$ cat src/rtl/imem_loader_pkg.sv
// imem_loader_pkg: shared widths and FSM state encoding for the instruction-memory loader.
package imem_loader_pkg;
    localparam int WORD_W = 32;
    localparam int BYTE_W = 8;
    typedef enum logic [2:0] {IDLE, LEN, DATA, WRITE, DONE, ERR} loader_state_t;
endpackage

$ cat src/rtl/imem_loader_byte_packer.sv
// imem_loader_byte_packer: shifts bytes in LSB-first and flags the push that completes a word.
module imem_loader_byte_packer
    import imem_loader_pkg::*;
(
    input  logic              clk_i,
    input  logic              rst_ni,
    input  logic              clear_i,
    input  logic              push_i,
    input  logic [BYTE_W-1:0] byte_i,
    output logic [WORD_W-1:0] word_o,
    output logic              word_full_o
);
    logic [1:0]        cnt_q, cnt_d;
    logic [WORD_W-1:0] sr_q, sr_d;

    // word_o shows the word including the byte being pushed, so the full word is usable at the completing edge
    always_comb begin
        sr_d  = clear_i ? '0 : push_i ? {byte_i, sr_q[WORD_W-1:BYTE_W]} : sr_q;
        cnt_d = clear_i ? '0 : push_i ? cnt_q + 2'd1 : cnt_q;
    end

    assign word_o      = sr_d;
    assign word_full_o = push_i && !clear_i && (cnt_q == 2'd3);

    always_ff @(posedge clk_i or negedge rst_ni) begin
        if (!rst_ni) begin
            cnt_q <= '0;
            sr_q  <= '0;
        end else begin
            cnt_q <= cnt_d;
            sr_q  <= sr_d;
        end
    end
endmodule

$ cat src/rtl/imem_loader.sv
// imem_loader: boot-time loader that writes a length-prefixed little-endian byte stream into
// instruction memory and holds the core in reset until the image is complete.
module imem_loader
    import imem_loader_pkg::*;
#(
    parameter int              ADDR_W    = 10,
    parameter logic [ADDR_W-1:0] BASE_ADDR = '0
) (
    input  logic              clk_i,
    input  logic              rst_ni,
    input  logic              start_i,
    input  logic [BYTE_W-1:0] in_data_i,
    input  logic              in_valid_i,
    output logic              in_ready_o,
    output logic              mem_we_o,
    output logic [ADDR_W-1:0] mem_addr_o,
    output logic [WORD_W-1:0] mem_wdata_o,
    output logic              cpu_hold_o,
    output logic              done_o,
    output logic              err_o,
    output logic [ADDR_W:0]   words_loaded_o
);
    localparam logic [32:0] MAX_WORDS = (33'd1 << ADDR_W) - 33'(BASE_ADDR);

    loader_state_t     state_q, state_d;
    logic [31:0]       len_q, len_d;
    logic [ADDR_W-1:0] addr_q, addr_d;
    logic [ADDR_W:0]   words_q, words_d;
    logic [WORD_W-1:0] wdata_q, wdata_d;
    logic              go, push, word_full;
    logic [WORD_W-1:0] word;

    assign in_ready_o     = (state_q == LEN) || (state_q == DATA);
    assign mem_we_o       = (state_q == WRITE);
    assign cpu_hold_o     = (state_q != DONE);
    assign done_o         = (state_q == DONE);
    assign err_o          = (state_q == ERR);
    assign mem_addr_o     = addr_q;
    assign mem_wdata_o    = wdata_q;
    assign words_loaded_o = words_q;
    assign go             = start_i && (state_q == IDLE || state_q == DONE || state_q == ERR);
    assign push           = in_valid_i && in_ready_o;

    imem_loader_byte_packer u_packer (
        .clk_i      (clk_i),
        .rst_ni     (rst_ni),
        .clear_i    (go),
        .push_i     (push),
        .byte_i     (in_data_i),
        .word_o     (word),
        .word_full_o(word_full)
    );

    always_comb begin
        state_d = state_q;
        len_d   = len_q;
        addr_d  = addr_q;
        words_d = words_q;
        wdata_d = wdata_q;
        if (go) begin
            state_d = LEN;
            len_d   = '0;
            addr_d  = BASE_ADDR;
            words_d = '0;
        end else begin
            case (state_q)
                LEN: if (word_full) begin
                    len_d   = word;
                    state_d = (word == '0) ? DONE : ({1'b0, word} > MAX_WORDS) ? ERR : DATA;
                end
                DATA: if (word_full) begin
                    wdata_d = word;
                    state_d = WRITE;
                end
                WRITE: begin
                    words_d = words_q + 1'b1;
                    addr_d  = addr_q + 1'b1;
                    state_d = (32'(words_q) + 32'd1 == len_q) ? DONE : DATA;
                end
                default: state_d = state_q;
            endcase
        end
    end

    always_ff @(posedge clk_i or negedge rst_ni) begin
        if (!rst_ni) begin
            state_q <= IDLE;
            len_q   <= '0;
            addr_q  <= '0;
            words_q <= '0;
            wdata_q <= '0;
        end else begin
            state_q <= state_d;
            len_q   <= len_d;
            addr_q  <= addr_d;
            words_q <= words_d;
            wdata_q <= wdata_d;
        end
    end
endmodule
$ cat config.mk
export PLATFORM = sky130hd
export DESIGN_NAME = imem_loader
export DESIGN_NICKNAME = d
export VERILOG_FILES = /design/src/rtl/imem_loader_pkg.sv /design/src/rtl/imem_loader_byte_packer.sv /design/src/rtl/imem_loader.sv
export SDC_FILE = /design/constraint.sdc
export NUM_CORES = 1
export LEC_CHECK = 0
export ABC_AREA = 1
export BUFFER_PORTS_ARGS = -buffer_cell sky130_fd_sc_hd__buf_2
export CAP_MARGIN = 30
export CORE_ASPECT_RATIO = 0.9
export CORE_MARGIN = 10
export CORE_UTILIZATION = 50
export DETAILED_ROUTE_END_ITERATION = 8
export PLACE_DENSITY = 0.73
export REMOVE_ABC_BUFFERS = 1
export SLEW_MARGIN = 10
export SYNTH_ARGS = -nofsm -noshare
export SYNTH_HDL_FRONTEND = slang
export SYNTH_SLANG_ARGS = --single-unit
$ cat constraint.sdc
create_clock -name clk_i -period 1.87 [get_ports clk_i]
set_input_delay 0.187 -clock clk_i [delete_from_list [all_inputs] [get_ports clk_i]]
set_output_delay 0.187 -clock clk_i [all_outputs]
set_load 0.01 [all_outputs]
==> run summary <==
Syn. warnings: 0
Skew final: 0.01415 ns
Slew Limit Fails: 0
Routed wire length: 20.58 mm
Via count: 6,148
Area delta synth->final: 53.70%
Pwr dens: 1495 nW/µm²
Period minus WS final: 2.217 ns
Pin count of the biggest net entering global routing: 43
DR pass1 iterations: 6
Crit-path cells: inv_2 -> nand3_4 -> nand2_8 -> nand2_8 -> buf_8 -> nand2_1 -> nand2_1 -> nand2_1 -> nand2_1 -> nor2_1 -> nand2_1 -> nor2_4 -> nand4_1 -> nand3_1 -> nand2_1
Reg clk slew, reported paths: 0.05 ns
Outcome: complete, but fails checks
Sequential share of the synthesized area: 52.75%
Port bufs: 69
Starting Density: 50.82%
Synth Cell Area: 5788 µm²
H-tree depth: 4
Clock latency on the worst-skew pair: 0.43 ns
Max-cap violations: 0
Via-to-Cell Ratio: 5.609
I/O Pins: 70
Arrival time at the worst endpoint: 2.51 ns
Hold Startpoint: in_data_i[7]
Req. time, crit path: 2.17 ns
Largest fanout on the critical path: 8
First-pass GRT wire length: 25.42 mm
Fmax: 451.1 MHz
Drt wl/cell: 18.78 µm
Crit path top cell by count: nand2_1
PnR Total Power: 13,300 µW
ANT nets after route: 0
DRC: 0
Headroom to the max-slew limit: 58.81%
CTS Buf Count: 17
VDD IR max: 0.001011 V
Crit-path max cell delay: 0.46 ns
Fin nets: 943
Total GRT Usage: 19.38%
Congestion Overflow GR: 0
Post-Synthesis Cells: 738
Final Setup Violations: 71
Failing checks: negative setup slack
Core area: 11,390 µm²
Final hold violation count: 0
Worst-Margin Slew: 0.6179 ns
Seq cells post-synth: 122
Initial antenna violation count: 0
Filler Cell Count: 640
Die Height: 122.1 µm
Final WS setup: -0.3469 ns
FF-to-FF Start: state_q[0]$_DFFE_PN0P_
Commonest cells after routing, fill and taps aside: 160 x nand2_1, 119 x dfrtp_1, 90 x inv_1, 87 x buf_4
Worst min path class: input port to flip-flop
Clock Tree Root: clkbuf_16
CTS tree: yes
Setup CP Type: flip-flop to flip-flop
Syn_area_per_cell: 7.843 µm²
# rows: 37
Die Wd: 133.4 µm
Library cells used by synthesis: 33
Commonest non-fill, non-tap cell in the layout: nand2_1
Worst setup startpoint: state_q[0]$_DFFE_PN0P_
RSZ-0062 raised after global routing: yes
Starting DRT DRC Count: 784
Post-DP HPWL: 11.13 mm
Max Buffers Root-to-Sink: 2
Gpl congestion: 0.9193
Share of cells above drive strength 1: 43.40%
Period Utilization, post-route: 118.6%
Antenna Cells: 0
CP max-delay cell: dfrtp_2
Dpl ws: -0.2080 ns
CP startpoint kind: flip-flop
Full die area: 16,290 µm²
Critical Path End Type: flip-flop
Leak: 0.004760 µW
Clock sink count: 122
Vias in the first global route: 5,258
-- synthesized netlist by cell type --
cell      number  area share (%)
nand2_1      250              16
dfrtp_1      122              53
inv_1         92             6.0
nand3_1       61             5.3
nor2_1        54             3.5
o21ai_0       52             4.5
a21oi_1       13             1.1
nand2_2       12             1.3
nand4_1       10             1.1
buf_2          9            0.78
clkbuf_1       8            0.52
o22ai_1        7            0.76
nor3_1         6            0.52
o21ai_1        5            0.43
nand3_2        4            0.69
nand3b_1       4            0.52
and3_1         3            0.32
buf_4          3            0.39
buf_6          3            0.58
ha_1           3            0.65
inv_2          3            0.19
nor2_2         3            0.32
a22o_1         1            0.15
a22oi_1        1            0.13
buf_1          1           0.065
clkinv_1       1           0.065
inv_4          1            0.11
nand2_4        1            0.19
nand2_8        1            0.35
nor2_4         1            0.19
nor4_1         1            0.11
or2_1          1            0.11
xor2_1         1            0.15
-- cell families (layout without fill, tap and decap cells) --
| group | count (synthesis) | after routing | synth area share (%) |
|---|---|---|---|
| XOR/XNOR | 1 | 1 | 0.1513 |
| AO/OA/AOI/OAI | 79 | 79 | 7.090 |
| buffers and inverters | 121 | 321 | 8.668 |
| adder cells (fa/ha/maj) | 3 | 3 | 0.6486 |
| flip-flops | 122 | 122 | 52.75 |
| AND/OR/NAND/NOR | 412 | 414 | 30.70 |
-- worst paths after layout --
| kind | endpoint | slack, ns | depth (start not counted) |
|---|---|---|---|
| max | state_q[2]$_DFFE_PN0P_ | -0.35 | 15 |
| max reg2reg | state_q[2]$_DFFE_PN0P_ | -0.35 | 15 |
| max in group asynchronous | state_q[1]$_DFFE_PN0P_ | 0.90 | 3 |
| min reg2reg | mem_wdata_o[2]$_DFFE_PN0P_ | 0.48 | 2 |
| min | mem_wdata_o[31]$_DFFE_PN0P_ | 0.26 | 6 |
| min in group asynchronous | mem_wdata_o[7]$_DFFE_PN0P_ | 0.33 | 2 |
-- state kept, by name, indices dropped and copies added (netlist names) --
signal / cells
len_q: 32
mem_wdata_o: 32
u_packer.sr_q: 32
words_loaded_o: 11
mem_addr_o: 10
state_q: 3
u_packer.cnt_q: 2
-- report_power, final --
group	total, µW	switching, µW	internal [µW]
registers	3680	396	3290
logic	6240	3700	2540
clock network	3380	1200	2190
-- metal layers --
metal  vias to the layer above  global-route usage [%]  part of all wire, %
met5                         -                       0                    0
met4                         0                   7.745                  4.3
li1                       2715                       -                    -
met2                       378                   31.53                   49
met3                        89                   5.473                  8.5
met1                      2966                   24.06                   38
-- critical path: cells and delay by family, from the launching register on --
family	cells	cell delay, ns
buffers and inverters	2	0.28
flip-flops	1	0.46
AND/OR/NAND/NOR	13	1.34
-- repair_timing --
action / in CTS / in global routing
resized for setup: 28 / 266
setup buffers: 8 / 16
gates cloned: 1 / 15
pin swaps: 5 / 40
endpoints found under the hold margin: 38 / 0
setup endpoints to repair: 50 / 72
hold buffers: 1 / 0
-- through the flow --
| stage | hold slack (ns) | utilization, % | std cells | instance area (µm²) | setup TNS (ns) |
|---|---|---|---|---|---|
| global route | 0.2881 | 78.11 | 1096 | 8896 | -12.01 |
| detailed placement | 0.2263 | 60.67 | 1024 | 6909 | -3.430 |
| floorplan | -0.1086 | - | 714 | 5653 | -25.88 |
| global placement | 0.2187 | 60.67 | 1024 | 6909 | -1.204 |
| CTS | 0.2401 | 67.48 | 1065 | 7685 | -0.4716 |
| finish | 0.2594 | 78.11 | 1096 | 8896 | -9.985 |
-- final cells by class --
| cell class | count | area [µm²] | share of cell area [%] |
|---|---|---|---|
| Clock inverter | 7 | 115.1 | 1.294 |
| Multi-Input combinational cell | 497 | 2992 | 33.63 |
| Timing Repair Buffer | 191 | 1639 | 18.42 |
| Inverter | 97 | 399.1 | 4.487 |
| Tap cell | 156 | 195.2 | 2.194 |
| Sequential cell | 122 | 3057 | 34.36 |
| Timing Repair inverter | 2 | 17.52 | 0.1969 |
| Clock buffer | 24 | 481.7 | 5.415 |
Note: power is estimated with default switching activity, not from simulation.
